===== src/rtl/par_serial_pkg.sv =====
// Shared constants and state encoding for the par_serial
// parallel-to-serial stage.
package par_serial_pkg;

   localparam int unsigned BYTE_W = 8;
   localparam logic [BYTE_W-1:0] COM_SYMBOL = 8'hBC;

   typedef enum logic {
      INIT = 1'b0,
      RUN  = 1'b1
   } state_e;

endpackage


===== src/rtl/piso_shreg.sv =====
// Byte-wide load/shift register, MSB-first serial output,
// asynchronous active-low clear.
module piso_shreg
   import par_serial_pkg::*;
(
   input  logic              clk,
   input  logic              reset,
   input  logic              load,
   input  logic [BYTE_W-1:0] din,
   output logic              sout
);

   logic [BYTE_W-1:0] shreg_q;
   logic [BYTE_W-1:0] shreg_d;

   always_comb begin
      shreg_d = {shreg_q[BYTE_W-2:0], 1'b0};
      if (load) begin
         shreg_d = din;
      end
   end

   always_ff @(posedge clk or negedge reset) begin
      if (!reset) begin
         shreg_q <= '0;
      end else begin
         shreg_q <= shreg_d;
      end
   end

   assign sout = shreg_q[BYTE_W-1];

endmodule


===== src/rtl/par_serial.sv =====
// Parallel-to-serial stage: emits IDLE_SYMS COM symbols after
// reset, then one sampled byte (or COM when idle) per 8 clocks.
module par_serial
   import par_serial_pkg::*;
#(
   parameter int unsigned IDLE_SYMS = 4
)(
   input  logic              clk,
   input  logic              reset,
   input  logic [BYTE_W-1:0] data_in,
   input  logic              valid_in,
   output logic              data_out,
   output logic              take,
   output logic              active
);

   localparam logic [3:0] LAST_COM = 4'(IDLE_SYMS - 1);

   logic [2:0]        bit_cnt_q;
   logic [3:0]        com_cnt_q;
   state_e            state_q;
   logic              active_q;
   logic              load;
   logic [BYTE_W-1:0] sel_byte;

   always_ff @(posedge clk or negedge reset) begin
      if (!reset) begin
         bit_cnt_q <= '0;
      end else begin
         bit_cnt_q <= bit_cnt_q + 3'd1;
      end
   end

   assign load = (bit_cnt_q == 3'd7);

   always_comb begin
      sel_byte = COM_SYMBOL;
      if (state_q == RUN && valid_in) begin
         sel_byte = data_in;
      end
   end

   // Alignment FSM: count COM loads in INIT, then stay in RUN.
   always_ff @(posedge clk or negedge reset) begin
      if (!reset) begin
         state_q   <= INIT;
         com_cnt_q <= '0;
         active_q  <= 1'b0;
      end else begin
         unique case (state_q)
            INIT: begin
               if (load) begin
                  com_cnt_q <= com_cnt_q + 4'd1;
                  if (com_cnt_q == LAST_COM) begin
                     state_q  <= RUN;
                     active_q <= 1'b1;
                  end
               end
            end
            RUN: begin
               active_q <= 1'b1;
            end
            default: begin
               state_q <= INIT;
            end
         endcase
      end
   end

   piso_shreg u_shreg (
      .clk   (clk),
      .reset (reset),
      .load  (load),
      .din   (sel_byte),
      .sout  (data_out)
   );

   assign take   = load;
   assign active = active_q;

endmodule


===== config.mk =====
export PLATFORM = sky130hd
export DESIGN_NAME = par_serial
export DESIGN_NICKNAME = d
export VERILOG_FILES = /design/src/rtl/par_serial_pkg.sv /design/src/rtl/piso_shreg.sv /design/src/rtl/par_serial.sv
export SDC_FILE = /design/constraint.sdc
export NUM_CORES = 1
export LEC_CHECK = 0
export ABC_AREA = 0
export CELL_PAD_IN_SITES_DETAIL_PLACEMENT = 1
export CELL_PAD_IN_SITES_GLOBAL_PLACEMENT = 2
export CORE_MARGIN = 4
export CORE_UTILIZATION = 30
export CTS_CLUSTER_DIAMETER = 30
export DETAILED_ROUTE_END_ITERATION = 8
export PLACE_DENSITY_LB_ADDON = 0.1
export SETUP_SLACK_MARGIN = 0.15
export SYNTH_ARGS = -nofsm -noshare
export SYNTH_HDL_FRONTEND = slang
export SYNTH_SLANG_ARGS = --single-unit

===== constraint.sdc =====
create_clock -name clk -period 2.09 [get_ports clk]
set_clock_uncertainty 0.15 [all_clocks]
set_input_delay 0.418 -clock clk [delete_from_list [all_inputs] [get_ports clk]]
set_output_delay 0.418 -clock clk [all_outputs]
set_load 0.005 [all_outputs]

==> results by stage, run 1 <==
Timing:
- The portion of the clock cycle consumed by the worst path in the final layout is 0.891.
- Setup repair after global routing left no endpoint under its margin.
- The hold violation total from the final report came to 0.
- The relative slew slack is 0.802.
- The number of slew-limit violations in the final report came to 0.
- The clock period minus final worst setup slack is roughly 1.9 ns.
- Setup total negative slack on the finished layout was measured at 0 ns.
- Setup violations remaining at the end of the flow were counted as 0.
- For the pin with the worst max-slew slack, the measured transition is 0.296 ns.
- Static timing analysis puts the maximum clock frequency at between 500 and 600 MHz.

Floorplanning:
- The width of the die is between 50 and 60 µm.
- The floorplan has 16 rows.
- The chip height is between 50 and 60 µm.
- The effective utilization at floorplan is 0.327.
- 14 I/O pins were placed.
- The die covers a little over 3000 µm².
- The floorplan step defined a core boundary enclosing ~2000 µm².

Synth:
- Synthesis produced 57 cells.
- By area, the combinational part of the netlist is dominated by simple AND/OR/NAND/NOR gates.
- The mapped netlist covers ~660 µm².
- The synthesized design contains 17 register bits.
- Of the total synthesized cell area, the portion taken by AND, OR, NAND and NOR gates is 0.129.
- Of the total synthesized cell area, the portion taken by full adders, half adders and majority gates is 0.0758.
- Synthesis produced a netlist with a net count of 72.
- The number of distinct library cells after synthesis is 15.
- The sequential area share after synthesis is 0.644.
- For this run, the number of Yosys warnings is 0.
- The fraction of the mapped netlist area in compound gates is 0.0701.
- Of the total synthesized cell area, the portion taken by XOR and XNOR cells is 0.0398.
- The fraction of synthesized area in multiplexers is 0.0170.
- The synthesized area divided by synthesized cell count is 11.6 µm².

Route:
- The residual DRC count is 0.
- The detail-routed net length per standard cell is approximately 12 µm.
- The initial DRC count is 3.
- The antenna violation net count after detailed routing is 0.
- The via total after detailed routing is 476.
- Wires add up to around 1200 µm.
- The detailed-route vias per instance is 4.53.
- Before antenna repair, the detailed router went through 3 iterations.

Critical path:
- The arrival time reported for the critical path endpoint is 1.29 ns.
- The type of the worst setup path is flop to output pin.
- The reg-to-reg endpoint is com_cnt_q[1]$_DFFE_PN0P_.
- The number of cells traversed by the worst register-to-register path is 5.
- The launch point of the critical path is bit_cnt_q[1]$_DFF_PN0_.
- The critical path startpoint category is a flop.
- The worst register-to-register path begins at bit_cnt_q[1]$_DFF_PN0_.
- The maximum fanout count along the critical path is 3.
- The setup slack on the worst flop-to-flop path is a little over 0.4 ns.
- The required time reported for the critical path endpoint is 1.52 ns.
- The worst setup path is captured at an output pin.

Global routing:
- The first global-routing pass estimated approximately 2000 µm of wire.
- Entering global routing, the biggest net connects 18 pins.
- After global routing the overflow that remains totals 0.
- The initial antenna violation count is 0.
- In the global route stage, overall resource usage came out at 0.104.
- The number of global-route vias before repair was 454.

Power:
- The combinational cell fraction of total power is 0.070.
- The power per cell area is roughly 600 nW/µm².
- The analysis attributes to net switching a power of between 100 and 150 µW.
- The standby leakage power is 0.422 nW.
- The share of total power dissipated in sequential elements is 0.613.
- Across the VDD grid, the largest voltage drop is about 0.00038 V.
- Of the total power, the share spent switching nets is 0.212.
- The cell-internal power is around 430 µW.
- Of the total power, the clock network draws 0.317.

Clocking:
- The CTS buffer count is 3.
- The clock insertion delay at the later pin of the skew report is around 0.29 ns.
- The TritonCTS sink count is 17.
- The root buffer cell chosen for the clock tree is clkbuf_4.
- The H-tree depth is 1.
- The maximum clock insertion buffer count is 2.
- Clock-pin slew was measured on the worst setup and hold paths at 0.10 ns.
- TritonCTS built the clock tree.

Finish:
- The number of antenna diodes in the final layout is 0.
- The area growth from synthesis to layout is 35.8%.
- Of the cells placed in the final design, the portion with a size suffix greater than 1 is 0.167.
- The number of nets in the layout is 94.
- With fillers left out, the area of the finished cells amounts to ~900 µm².

Placement:
- The final weighted congestion in routability-driven placement is 0.685.
- The count of buffers added on input and output ports is 13.
- The placed instances occupy a cell area of around 830 µm².
- The HPWL after detailed placement is between 800 and 900 µm.

Min path:
- The path class of the tightest hold or removal check is input port to asynchronous set/reset pin.

Run:
- Across the run, the number of max-cap violations was 0.

Status:
- The run finished with clean final reports.
[cells in the mapped netlist]
| cell type | count | share of area |
|---|---|---|
| xnor2_1 | 2 | 0.027 |
| a31o_2 | 1 | 0.013 |
| a21oi_1 | 5 | 0.038 |
| and2b_2 | 1 | 0.013 |
| ha_1 | 4 | 0.076 |
| or2_1 | 1 | 0.0095 |
| nand4_1 | 1 | 0.0095 |
| nand2_1 | 5 | 0.028 |
| dfrtp_1 | 17 | 0.64 |
| mux2_2 | 1 | 0.017 |
| inv_1 | 3 | 0.017 |
| buf_2 | 1 | 0.0076 |
| nor2_1 | 12 | 0.068 |
| o22ai_1 | 2 | 0.019 |
| xor2_1 | 1 | 0.013 |
[placed cells by master, fill, tap and decap left out]
cell type | netlist | layout
and2b_2 | 1 | 1
dlygate4sd2_1 | 0 | 1
clkbuf_4 | 0 | 3
buf_4 | 0 | 5
a21oi_1 | 5 | 5
dfrtp_1 | 17 | 17
xnor2_1 | 2 | 2
nand2_1 | 5 | 5
nand4_1 | 1 | 1
clkdlybuf4s50_1 | 0 | 12
mux2_2 | 1 | 1
nor2_1 | 12 | 12
o22ai_1 | 2 | 2
inv_1 | 3 | 3
ha_1 | 4 | 2
ha_4 | 0 | 1
xor2_1 | 1 | 1
or2_1 | 1 | 1
a31o_2 | 1 | 1
ha_2 | 0 | 1
clkbuf_1 | 0 | 1
[layer usage]
metal | vias to the layer above | share of wire | GRT usage
met2 | 11 | 0.45 | 0.167
met3 | 2 | 0.060 | 0.0563
met4 | 0 | 0.014 | 0.0486
li1 | 226 | - | -
met5 | - | 0 | 0
met1 | 237 | 0.48 | 0.110
[worst max-delay path, stage by stage, from the launching register on]
cell           delay, ns
dfrtp_1             0.38
ha_2                0.21
ha_4                0.16
dlygate4sd2_1       0.26
[worst max-delay path by stage]
stage                                     to  slack (ns)
global route                            take        0.16
finish                                  take        0.23
global placement                        take        0.30
floorplan           com_cnt_q[1]$_DFFE_PN0P_        0.53
CTS                                     take        0.15
detailed placement                      take        0.25
[layout make-up]
cell class	count	area, µm²
clock buffer	4	26.3
sequential	17	425
fill	237	1120
tap	27	33.8
multi-input combinational	36	234
timing repair buffer	18	166
inverter	3	11.3
[stage by stage]
step | power, mW | instances | hold WS (ns) | util | setup slack [ns]
floorplan | 0.352 | 57 | -0.0276 | - | 0.534
global placement | 0.383 | 98 | 0.262 | 0.413 | 0.296
finish | 0.549 | 105 | 0.288 | 0.444 | 0.228
detailed placement | 0.384 | 98 | 0.271 | 0.413 | 0.252
CTS | 0.562 | 103 | 0.293 | 0.430 | 0.151
global route | 0.588 | 105 | 0.292 | 0.444 | 0.162
[power groups by stage]
stage	Combinational, mW	Clock (mW)	Sequential, mW
after floorplan	0.00872	0	0.343
after global placement	0.0397	0	0.343
after detailed placement	0.0401	0	0.344
after CTS	0.0402	0.185	0.337
after global routing	0.0432	0.207	0.338
final	0.0384	0.174	0.337
[sequential cells by signal, summed over array words and instances (netlist names)]
register,flops
com_cnt_q,4
u_shreg.shreg_q,8
bit_cnt_q,3
active,1
state_q,1
[cells by family (layout without fill, tap and decap cells)]
kind of cell / count (synthesis) / in the layout
buf+inv: 4 / 25
compound gates: 8 / 8
flops: 17 / 17
xor+xnor: 3 / 3
mux: 1 / 1
simple gates: 20 / 20
fa+ha+maj: 4 / 4
[timing repair]
item | 4_1_cts | 5_1_grt
buffers inserted | 1 | 2
pin swaps | 0 | 1
endpoints found under the setup margin | 1 | 1
resized for setup | 2 | 2
hold buffers | 0 | 0
(Power assumes the default switching activity.)
==> run 2: changes to the inputs <==
- CORE_UTILIZATION: 30 -> 27
- RECOVER_POWER: default -> 25
- clock period: 2.09 -> 1.5 ns (I/O delays scaled with it)
==> results by stage, run 2 (synthesized netlist as in run 1, its figures left out) <==
Status:
- The run finished, with violations left.
- The checks that failed: negative setup slack.

Route:
- The via total after detailed routing came to 475 (-0.21%).
- The residual DRC count is 0 (unchanged).
- The top layer used by detailed routing is met4.
- The aggregate routed wire length is 1300 µm (+4.2%).
- The antenna violation net count after detailed routing is 0 (unchanged).
- The detail-routed net length per standard cell came to 12.2 µm (+2.3%).
- The detailed-route vias per instance was 4.44 (-2.1%).
- The sum of met3 wire segment lengths after detailed routing is 86 µm (+15%).
- The met2 wire length is 651 µm (+16%).
- The total iterations of the first detailed-routing run is 1 (-2).
- The initial DRC count was 0 (-3).
- The met1 wire length is 556 µm (-6.2%).

Power:
- The power per cell area came to 760 nW/µm² (+24%).
- The peak ir drop on the vdd network is 0.000493 V (+30%).
- The standby leakage power is 0.459 nW (+8.9%).

Critical path:
- In this run the critical register-to-register path is launched from bit_cnt_q[0]$_DFF_PN0_.
- The required time reported for the critical path endpoint is 1.53 ns (about the same).
- The number of cells traversed by the worst register-to-register path is 5 (unchanged).
- The most critical setup path has its startpoint at bit_cnt_q[0]$_DFF_PN0_.
- In this run the critical register-to-register path is captured at com_cnt_q[1]$_DFFE_PN0P_.
- The maximum fanout count along the critical path was 4 (+1).
- The setup slack on the worst flop-to-flop path is -0.13 ns (-0.54 ns).
- The worst setup path is captured at a flop.
- The type of the worst setup path is flop to flop.
- The endpoint of the worst setup timing path is com_cnt_q[1]$_DFFE_PN0P_.
- STA classifies the critical path startpoint as a flop.
- The arrival time reported for the critical path endpoint is 1.66 ns (+0.37 ns).

Global routing:
- The total global routing overflow is 0 (unchanged).
- The largest net degree at the start of global routing is 18 (unchanged).
- The initial antenna violation count is 0 (unchanged).
- The wire length of the first global-routing pass came to 2030 µm (-0.34%).
- The number of global-route vias before repair came to 476 (+4.8%).
- The overall global routing resource usage is 0.0828 (-0.0207).

Finish:
- The post-route non-filler standard cell count is 107 (+1.9%).
- In the layout the commonest cells are dfrtp_1, clkdlybuf4s50_1, nor2_1.
- The area growth from synthesis to layout is 54.7%.
- More flip-flops sit in one register than any other, and that register is u_shreg.shreg_q.
- The number of nets in the layout is 95 (+1.1%).
- In the final layout, the registers with the most flip-flops are u_shreg.shreg_q (8), com_cnt_q (4), bit_cnt_q (3).
- The final cell area excluding filler cells is 1020 µm² (+14%).
- The total inserted antenna cells was 0 (unchanged).
- The fraction of layout instances using a drive strength above 1 is 0.430 (+0.264).
- Leaving out fill and tap cells, the most frequent cell in the layout is dfrtp_1.
- The flip-flop count of the largest register after layout is 8 (unchanged).

Floorplanning:
- The total die area is 3300 µm² (+9.5%).
- The width of the die is 57.5 µm (+4.6%).
- The placeable core region is 2280 µm² (+13%).
- The effective utilization at floorplan is 0.290 (-0.0365).
- The number of placement rows came to 17 (+1).
- The top-level port count is 14 (unchanged).
- The chip height is 57.5 µm (+4.6%).

Placement:
- The count of placed standard cells including taps is 102 (+4.1%).
- The final weighted congestion in routability-driven placement is 0.674 (-1.7%).
- The detailed placer's ending HPWL came to 887 µm (+0.18%).
- The count of input and output buffers is 13 (unchanged).
- The worst slack at placement was -0.140 ns (-0.392 ns).
- The placed standard-cell area is 873 µm² (+4.6%).

Clocking:
- The clock slew at the register clock pins of the worst setup and hold paths is 0.10 ns (about the same).
- The maximum clock insertion buffer count was 2 (unchanged).
- The clock tree root driver cell is clkbuf_4.
- The CTS buffer count was 3 (unchanged).
- The TritonCTS sink count is 17 (unchanged).
- The clock tree from TritonCTS is yes.
- The H-tree depth is 1 (unchanged).
- The clock insertion delay at the later pin of the skew report is 0.29 ns (about the same).

Timing:
- The minimum setup slack in the final design is -0.133 ns (-0.361 ns).
- The portion of the clock cycle consumed by the worst path in the final layout is 1.09.
- The final setup violation count was 5 (+5).
- The relative slew slack is 0.719 (-0.0833).
- The highest achievable clock rate is slightly above 600 MHz.
- Setup repair after global routing could not meet its margin everywhere.
- The sum of negative setup slack is -0.351 ns (-0.351 ns).
- The hold violation total from the final report is 0 (unchanged).
- The pin slew with the least headroom to its limit was 0.422 ns (+0.126 ns).
- Subtracting the final worst setup slack from the clock period gives 1.63 ns.
- The worst hold slack is 0.313 ns (+0.0253 ns).
- The number of slew-limit violations in the final report was 0 (unchanged).

Min path:
- The worst hold path belongs to the class input port to asynchronous set/reset pin.

Run:
- The number of max-cap violations is 0 (unchanged).
## run 2: final cells by class
class / instances / area [µm²]
Tap cell: 28 / 35.0
Fill cell: 245 / 1250
Inverter: 3 / 11.3
Timing Repair Buffer: 19 / 180
Multi-Input combinational cell: 36 / 343
Sequential cell: 17 / 425
Clock buffer: 3 / 22.5
Clock inverter: 1 / 5.00
## run 2: worst min-delay path by stage
stage / start / to / slack [ns] / depth (start not counted)
floorplan: reset / active$_DFFE_PN0P_ / -0.15 / 0
global placement: bit_cnt_q[0]$_DFF_PN0_ / bit_cnt_q[0]$_DFF_PN0_ / 0.26 / 1
detailed placement: bit_cnt_q[0]$_DFF_PN0_ / bit_cnt_q[0]$_DFF_PN0_ / 0.27 / 1
CTS: reset / u_shreg.shreg_q[4]$_DFF_PN0_ / 0.17 / 2
global route: data_in[0] / u_shreg.shreg_q[0]$_DFF_PN0_ / 0.35 / 3
finish: reset / bit_cnt_q[1]$_DFF_PN0_ / 0.31 / 2
## run 2: repair_timing
action	CTS	global route
buffers inserted	1	0
gates resized for setup	16	24
pin swaps	4	7
endpoints found under the setup margin	16	16
gates cloned	0	0
hold buffers	0	0
## run 2: power by group
part	switching [mW]	internal, mW	total, mW
registers	0.00591	0.467	0.473
logic	0.0266	0.0370	0.0636
clock network	0.141	0.0991	0.240
total	0.173	0.603	0.777
## run 2: critical path, cell delays in order, from the launching register on
cell and delay [ns]:
dfrtp_1 0.42, ha_4 0.18, buf_6 0.11, ha_4 0.16, and2b_2 0.22, mux2_2 0.27
## run 2: metrics by stage
stage          total power [mW]   util
3_5_place_dp              0.534  0.384
2_1_floorplan             0.491      -
4_1_cts                   0.786  0.408
6_report                  0.777  0.449
5_1_grt                   0.829  0.449
3_3_place_gp              0.534  0.384
## run 2: routing by layer
| layer | global-route usage | vias up |
|---|---|---|
| li1 | - | 231 |
| met2 | 0.126 | 11 |
| met1 | 0.0954 | 231 |
| met5 | 0 | - |
| met4 | 0.0298 | 0 |
| met3 | 0.0498 | 2 |
==> run 3: changes to the inputs <==
- CAP_MARGIN: default -> 20
==> results of run 3 <==
Same layout as run 2: the final DEF is identical, and so are final timing and power.
